==> config.mk <==
export PLATFORM = sky130hd
export DESIGN_NAME = dcs_out_quant
export DESIGN_NICKNAME = d
export VERILOG_FILES = /design/src/rtl/dcs_out_quant.sv
export SDC_FILE = /design/constraint.sdc
export NUM_CORES = 1
export LEC_CHECK = 0
export ABC_AREA = 1
export ABC_CLOCK_PERIOD_IN_PS = 18400
export BUFFER_PORTS_ARGS = -buffer_cell sky130_fd_sc_hd__buf_4
export CORE_MARGIN = 2
export CORE_UTILIZATION = 58
export DETAILED_ROUTE_END_ITERATION = 12
export PLACE_DENSITY_LB_ADDON = 0.3
export SYNTH_ARGS = -nofsm -noshare
export SYNTH_HDL_FRONTEND = slang
export SYNTH_SLANG_ARGS = --single-unit
==> constraint.sdc <==
create_clock -name clk -period 18.4 [get_ports clk]
set_input_delay 0.92 -clock clk [delete_from_list [all_inputs] [get_ports clk]]
set_output_delay 0.92 -clock clk [all_outputs]
set_load 0.02 [all_outputs]
==> src/rtl/dcs_out_quant.sv <==
// dcs_out_quant: double-banked capture of 8-word result bursts from the
// attention core, followed by per-frame requantization to unsigned 8-bit.
//
// Output handshake: a byte transfers on a rising clk edge where
// q_valid && q_ready. Once q_valid is high it stays high, and q_data,
// q_last, q_shift and q_idx stay stable, until that transfer happens.
// q_valid never depends combinationally on q_ready.
// The input side has no ready: every in_valid word is consumed.
module dcs_out_quant (
  input  logic        clk,
  input  logic        rst_n,
  input  logic        in_valid,
  input  logic [31:0] in_data,
  output logic        q_valid,
  input  logic        q_ready,
  output logic [7:0]  q_data,
  output logic        q_last,
  output logic [4:0]  q_shift,
  output logic [2:0]  q_idx,
  output logic        drop
);

  typedef enum logic [1:0] {
    S_IDLE = 2'd0,
    S_CALC = 2'd1,
    S_SEND = 2'd2
  } state_t;

  state_t state, state_nx;

  // Two frame banks plus their captured max / argmax.
  logic [31:0] mem  [2][8];
  logic [31:0] bmax [2];
  logic [2:0]  bidx [2];
  logic [1:0]  full;

  // Capture side.
  logic        wptr;
  logic [2:0]  wcnt;
  logic        frm_drop;
  logic [31:0] run_max;
  logic [2:0]  run_idx;

  // Output side.
  logic        rptr;
  logic [2:0]  rk;
  logic [4:0]  shift_r;
  logic [2:0]  idx_r;

  logic        fire;
  logic        release_now;
  logic        slot0;
  logic        accept0;
  logic        cur_drop;
  logic        wr_en;
  logic        frame_done;
  logic        new_is_max;
  logic [31:0] max_nx;
  logic [2:0]  idx_nx;
  logic [4:0]  calc_s;
  logic [7:0]  byte0;
  logic [7:0]  byte_nx;

  // Shift that brings the frame max into 8 bits: max(0, bitlen(m) - 8).
  function automatic logic [4:0] calc_shift(input logic [31:0] m);
    logic [5:0] bl;
    bl = 6'd0;
    for (int i = 0; i < 32; i++) begin
      if (m[i]) bl = 6'(i + 1);
    end
    calc_shift = (bl > 6'd8) ? 5'(bl - 6'd8) : 5'd0;
  endfunction

  // Round-half-up right shift with saturation to 255, in 33-bit arithmetic.
  function automatic logic [7:0] quant(input logic [31:0] w, input logic [4:0] s);
    logic [32:0] rnd;
    logic [32:0] sum;
    logic [32:0] shf;
    rnd   = (s == 5'd0) ? 33'd0 : (33'd1 << (s - 5'd1));
    sum   = {1'b0, w} + rnd;
    shf   = sum >> s;
    quant = (shf > 33'd255) ? 8'hFF : shf[7:0];
  endfunction

  assign fire        = q_valid & q_ready;
  assign release_now = fire & (rk == 3'd7);
  assign slot0       = (wcnt == 3'd0);
  // A bank that is handing over its last byte this cycle counts as free.
  assign accept0     = !full[wptr] || (release_now && (rptr == wptr));
  assign cur_drop    = slot0 ? !accept0 : frm_drop;
  assign wr_en       = in_valid & !cur_drop;
  assign frame_done  = in_valid & (wcnt == 3'd7);
  assign new_is_max  = slot0 || (in_data > run_max);
  assign max_nx      = new_is_max ? in_data : run_max;
  assign idx_nx      = new_is_max ? wcnt : run_idx;

  assign calc_s  = calc_shift(bmax[rptr]);
  assign byte0   = quant(mem[rptr][0], calc_s);
  assign byte_nx = quant(mem[rptr][rk + 3'd1], shift_r);

  assign q_shift = shift_r;
  assign q_idx   = idx_r;

  // Capture control: slot counter, running max, bank full flags, drop pulse.
  always_ff @(posedge clk or negedge rst_n) begin
    if (!rst_n) begin
      wcnt     <= 3'd0;
      wptr     <= 1'b0;
      frm_drop <= 1'b0;
      run_max  <= 32'd0;
      run_idx  <= 3'd0;
      drop     <= 1'b0;
      full     <= 2'b00;
    end else begin
      drop <= frame_done & cur_drop;
      if (release_now) full[rptr] <= 1'b0;
      if (frame_done && !cur_drop) full[wptr] <= 1'b1;
      if (in_valid) begin
        wcnt     <= wcnt + 3'd1;
        frm_drop <= cur_drop;
        run_max  <= max_nx;
        run_idx  <= idx_nx;
        // A dropped frame leaves wptr alone so banks stay in arrival order.
        if (frame_done && !cur_drop) wptr <= ~wptr;
      end
    end
  end

  // Bank storage: words of accepted frames and the frame max / argmax.
  always_ff @(posedge clk) begin
    if (wr_en) mem[wptr][wcnt] <= in_data;
    if (frame_done && !cur_drop) begin
      bmax[wptr] <= max_nx;
      bidx[wptr] <= idx_nx;
    end
  end

  // Output FSM state register.
  always_ff @(posedge clk or negedge rst_n) begin
    if (!rst_n) state <= S_IDLE;
    else        state <= state_nx;
  end

  // Output FSM next-state logic.
  always_comb begin
    state_nx = state;
    case (state)
      S_IDLE: if (full[rptr]) state_nx = S_CALC;
      S_CALC: state_nx = S_SEND;
      S_SEND: if (release_now) state_nx = full[~rptr] ? S_CALC : S_IDLE;
      default: state_nx = S_IDLE;
    endcase
  end

  // Output datapath: frame shift/idx latch, byte index and registered byte.
  always_ff @(posedge clk or negedge rst_n) begin
    if (!rst_n) begin
      rptr    <= 1'b0;
      rk      <= 3'd0;
      shift_r <= 5'd0;
      idx_r   <= 3'd0;
      q_valid <= 1'b0;
      q_data  <= 8'd0;
      q_last  <= 1'b0;
    end else begin
      case (state)
        S_CALC: begin
          shift_r <= calc_s;
          idx_r   <= bidx[rptr];
          q_data  <= byte0;
          q_valid <= 1'b1;
          q_last  <= 1'b0;
          rk      <= 3'd0;
        end
        S_SEND: begin
          if (fire) begin
            if (rk == 3'd7) begin
              q_valid <= 1'b0;
              q_last  <= 1'b0;
              rptr    <= ~rptr;
            end else begin
              rk      <= rk + 3'd1;
              q_data  <= byte_nx;
              q_last  <= (rk == 3'd6);
            end
          end
        end
        default: begin
        end
      endcase
    end
  end

endmodule

Word-level counts from Yosys, hierarchy flattened
Memories as Yosys holds them, arrays and structs flattened. A register that Yosys moved wholly into a read port is not among the register bits.
Index checks and enable logic that the tools add are counted.
Word-level totals
  register bits: 64
  bits in read-only memories: 0
  input bits: 36
  word-level logic and storage cells: 162
  output and inout bits: 19
  bits in latches: 0
  memories kept: 3
  memory bits (writable): 582
Memories
  mem: words 2, bits a word 256, rd ports 1, clocked after memory_dff 0, write ports 1, line 32  | logic [31:0] mem [2][8];
  bmax: words 2, bits a word 32, rd ports 1, clocked after memory_dff 0, write ports 1, line 33  | logic [31:0] bmax [2];
  bidx: words 2, bits a word 3, rd ports 1, clocked after memory_dff 1, write ports 1, line 34  | logic [2:0] bidx [2];
Operators by class
  order comparisons: 12
  add/sub/neg operators: 7
  reduce and logical (&&, ||, !) cells: 22
  div/mod/pow operators: 0
  equality and inequality tests: 11
  mux-type cells: 77
  multiply operators: 0
  bitwise gates (word level): 12
  shift-type cells: 4
Operators by type and width (number)
  $mux 256: 1
  $mux 6: 29
  $mux 32: 4
  $bmux 32 s3: 1
  $demux 32 s3: 1
  $add 32x33->33: 2
  $gt 33x8->1 const B: 2
  $mux 33: 2
  $shl 1x5->33 const A: 2
  $shr 33x5->33: 2
  $gt 32x32->1: 1
  $mux 8: 4
  $mux 1: 18
  $pmux 8 s2: 1
  $mux 2: 6
  $logic_not 5->1: 2
  $ne 2x2->1 const B: 5
  $sub 5x1->5 const B: 2
  $eq 3x3->1 const B: 3
  $mux 3: 3
  $reduce_and 3->1: 3
  $ge 4x4->1 const B: 2
  $not 3->4: 2
  $add 3x1->3 const B: 2
  other kinds (25): 45

Longest topological paths before layout
An unclocked memory read counts as a cell.
  depth in word-level cells: 43
  gate-level depth with buffers: 80
  depth with buffers taken out: 78

Worst setup path after synthesis
Ideal clock, no wire load.
  kind: reg-to-reg
  start: register rptr
  end: register q_data[7]
  stages on the path, launching flop included: 51
  required time: 18.284 ns
  buffers on the path: 7
  clock period less this slack: 6.912 ns
  arrival: 6.796 ns
  setup slack: 11.488 ns
  library setup time: 0.116 ns
  cell sequence: dfrtp_1 -> buf_6 -> buf_6 -> buf_4 -> buf_4 -> mux2i_1 -> nand2_1 -> nor2_1 -> nand2_1 -> nor2_2 -> inv_2 -> nor2_2 -> nor2_1 -> inv_1 -> clkbuf_1 -> clkbuf_1 -> clkbuf_1 -> nand4_1 -> (+15 left out) -> nand3_1 -> nand2_1 -> xor2_1 -> nand2_1 -> nand2_1 -> nand2_1 -> nand2_1 -> nand2_1 -> nand3_1 -> nand2_1 -> nor2_1 -> nand3_1 -> nor2_1 -> nand2_1 -> nand2_2 -> nand2_1 -> nand2_1 -> nand2_1
Between the ends
  cells in the longest elaborated chain, start to end: 43
  elaborated cells on any way between the ends: 55
  classes of those cells: add/sub (4); order compare (3); shift (3); mux (42); reduce/logical (1); memory (2)
RTL lines
  start, declared: line 45  | logic rptr;
  start signal, assigned: line 180  | rptr <= ~rptr;
  $mem_v2 2x32
  $mux 1: line 69  | if (m[i]) bl = 6'(i + 1);
  $mux 2 (2 in series): line 69
  $mux 6 (29 in series): line 69
  $sub 5x4->5 or $gt 6x4->1 (tied branches): line 71  | calc_shift = (bl > 6'd8) ? 5'(bl - 6'd8) : 5'd0;
  $mux 5: line 71
  $sub 5x1->5: line 79  | rnd = (s == 5'd0) ? 33'd0 : (33'd1 << (s - 5'd1));
  $shl 1x5->33: line 79
  $mux 33: line 79
  $add 32x33->33: line 80  | sum = {1'b0, w} + rnd;
  $shr 33x5->33: line 81  | shf = sum >> s;
  $gt 33x8->1: line 82  | quant = (shf > 33'd255) ? 8'hFF : shf[7:0];
  $mux 8: line 82
  $pmux 8 s2 (*): line 166  | case (state)
  end signal, assigned: line 170  | q_data <= byte0;
  end signal, assigned: line 183  | q_data <= byte_nx;
  end, declared: line 16  | output logic [7:0] q_data,
Mark *: on every way between the ends. The rest lies on a longest branch, timed or not. The select of a mux whose other input is x is not followed.
A chain may end at the register's enable or synchronous reset.

Worst setup path after layout
Same ends and word-level chain as after synthesis.

==> metrics.md <==
| Metric | Value |
|---|---|
| RSZ-0062 raised after global routing | `false` |
| Largest net degree at the start of global routing | `209` |
| Vias in the first global route | `25251` |
| Drt pass-1 iters | `6` |
| Power per cell area | `171 nW/um2` |
| Status | `complete, but fails checks` |
| Clock Latency Late Sink | `0.61 ns` |
| Violated checks | `max-capacitance violations, max-slew violations` |
| Root buffer cell | `clkbuf_16` |
| Crit-path most repeated cell | `nand2_1` |
| Die height | `243 um` |
| Sequential cell area fraction in the yosys report | `57.6%` |
| Crit-path slowest cell | `buf_4` |
| Vias per cell | `6.16` |
| Sequential cell fraction of total power | `29.6%` |
| Vias | `26263` |
| Wire length per cell | `23.2 um` |
| Worst hold slack | `0.453 ns` |
| CTS tree | `built` |
| Rel. slew slack | `-0.841%` |
| Die X | `243 um` |
| Psw | `2850 uW` |
| Commonest cells in the netlist | `nand2_1, edfxtp_1, nor2_1, o21ai_0` |
| Syn avg cell area | `9.58 um2` |
| # fillers | `4368` |
| Core area | `56500 um2` |
| Sw Share | `45.5%` |
| Yosys top cell by area | `edfxtp_1` |
| Wire length after detailed routing | `98900 um` |
| Post-route cell area | `36500 um2` |
| Reg2reg start | `rptr` |
| Clock tree sinks | `649` |
| YS warnings | `0` |
| Worst IR drop on VDD | `0.000127 V` |
| Io pins | `55` |
| Worst Path Required | `18.91 ns` |
| DPL Wire Length | `63300 um` |
| WL met2 | `45500 um` |
| CP Data Arrival Time | `10.96 ns` |
| # rows | `87` |
| Crit Reg-Reg Endpoint | `q_data[7]` |
| Count of final setup violators | `0` |
| Finished Layout Cells | `4261` |
| Setup TNS | `0 ns` |
| Critical Path Start Type | `register` |
| Number of synthesized flops with an enable pin | `582` |
| Htree depth | `3` |
| Cell with the most instances after synthesis | `nand2_1` |
| Top cell type's share of synthesized area | `52.6%` |
| Dpl cells | `4136` |
| Dpl cell area | `34400 um2` |
| Worst Setup EP | `q_data[7]` |
| #FFs+latches synth | `649` |
| Main combinational cell family by area after synthesis | `simple AND/OR/NAND/NOR gates` |
| Worst-path clk slew | `0.06 ns` |
| Wire length on met3 | `8620 um` |
| Synth Instances | `3468` |
| Min-delay worst type | `input pin to asynchronous set/reset pin` |
| Mux contribution to synthesized area | `0.843%` |
| Min cycle time layout | `10.45 ns` |
| Setup WS post-layout | `7.95 ns` |
| Total grt overflow | `0` |
| Place WS | `8.11 ns` |
| Ranking of synthesized cells by area | `edfxtp_1, nand2_1, o21ai_0, dfrtp_1, nor2_1` |
| Total track usage | `33.3%` |
| TritonCTS Buffers | `67` |
| Reg2Reg Depth | `47` |
| Clock power frac | `20.9%` |
| Clk buf depth | `3` |
| First-pass GRT wire length | `149000 um` |
| Layout cells sized above 1 | `7.31%` |
| XOR/XNOR Fraction of Synth Area | `1.63%` |
| Area share of fa/ha/maj cells after synthesis | `3.96%` |
| Hold buffers post-CTS | `0` |
| Area Growth Syn to Fin | `9.73%` |
| Post-synthesis cell type count | `59` |
| Die area | `59200 um2` |
| Combinational power share | `49.5%` |
| Routed Antenna Nets | `0` |
| Max cap viols | `1` |
| CP max stage delay | `0.78 ns` |
| Syn Std Cell Area | `33200 um2` |
| Initial cell density of the core | `58.8%` |
| Nets | `3589` |
| P_int | `3400 uW` |
| WS Path Type | `register to register` |
| Asr flop ratio synth | `10.3%` |
| Synth Area in Compound Gates | `13.8%` |
| Max FO, Critical Path | `122` |
| Setup crit start | `rptr` |
| Post-Synth Simple-Gate Area | `17.7%` |
| Pleak | `0.0141 uW` |
| Worst Max-Slew Pin Slew | `1.50 ns` |
| Reg2Reg Setup Slack | `7.95 ns` |
| Endpoint type of the worst setup path | `register` |
| WL met1 | `38300 um` |
| Final Max Tran Viols | `1` |
| Final Skew | `0.0198 ns` |
| Final hold violations | `0` |
| GP Congestion | `0.977` |
| Initial antenna violation count | `3` |
| Initial detailed-routing violation count | `3055` |
| Main synth FF type | `edfxtp_1` |
| Post-CTS Setup Inserts | `0` |
| Maximum achievable frequency | `95.7 MHz` |
| Max layer used | `met5` |
| Fin crit share | `56.8%` |
| # DRC | `0` |
| Post_cts resized | `0` |
| IO Port Bufs | `54` |
registers in the layout (all words and copies together) (netlist names):
register  flops
q_last        1
q_data        8
mem         512
q_valid       1
rptr          1
full          2
rk            3
q_shift       5
bmax         64
run_max      32
wcnt          3
wptr          1
q_idx         3
run_idx       3
drop          1
frm_drop      1
state         2
bidx          6
routing by layer:
layer	global-route usage, %	up-vias
met2	52.9	1256
met5	0	-
met4	20.1	4
met3	6.30	265
met1	42.8	12573
li1	-	12165
kinds of logic (layout without fill, tap and decap cells):
family / after synthesis / in the layout
AO/OA/AOI/OAI: 777 / 777
XOR/XNOR: 62 / 62
adder cells (fa/ha/maj): 104 / 104
buffers and inverters: 373 / 400
flip-flops: 649 / 649
multiplexers: 28 / 28
other: 1 / 11
AND/OR/NAND/NOR: 1474 / 1474
layout make-up:
class / count / area, um2 / area share, %
antenna: 2 / 5.00 / 0.0137
clock buffer: 85 / 1790 / 4.90
clock inverter: 38 / 325 / 0.892
inverter: 177 / 674 / 1.85
multi-input combinational: 2454 / 12800 / 35.1
sequential: 649 / 19200 / 52.5
tap: 756 / 946 / 2.59
timing repair buffer: 100 / 763 / 2.09
power groups by stage:
stage               clock [uW]  combinational [uW]  sequential [uW]
global placement             0                2980             1880
global route              1370                3410             1860
detailed placement           0                3020             1880
floorplan                    0                2010             1870
finish                    1300                3090             1850
CTS                       1310                3040             1850
worst min path at each step:
stage | start | endpoint | slack (ns) | cells past startpoint
floorplan | state[0] | state[0] | 0.43 | 1
global placement | state[0] | state[0] | 0.45 | 1
detailed placement | state[0] | state[0] | 0.47 | 1
CTS | state[0] | state[0] | 0.48 | 1
global route | state[0] | state[0] | 0.49 | 1
finish | rst_n | run_max[2] | 0.45 | 1
cells in the final DEF (no fill, tap or decap), drive strengths merged, types with 85 or more instances in the layout:
master,n
o21ai,372
buf,100
nand2,892
inv,177
clkbuf,85
ha,102
edfxtp,582
nand3,172
a21oi,170
nor2,360
metrics by stage:
step | util [%] | power [uW]
after floorplan | - | 3890
after global placement | 60.8 | 4860
after detailed placement | 60.8 | 4900
after CTS | 64.6 | 6210
after global routing | 64.6 | 6640
final | 64.6 | 6250
critical path: cells and delay by family (launching register included):
| family | cells | cell delay, ns |
|---|---|---|
| DFF | 1 | 0.58 |
| xor gates and xnor gates | 1 | 0.44 |
| buffers and inverters | 9 | 2.89 |
| and+or+nand+nor | 19 | 3.01 |
| adders and majority gates | 2 | 0.43 |
| AOI/OAI and AO/OA | 16 | 2.88 |
No activity file was read; power rests on OpenSTA's default activity.
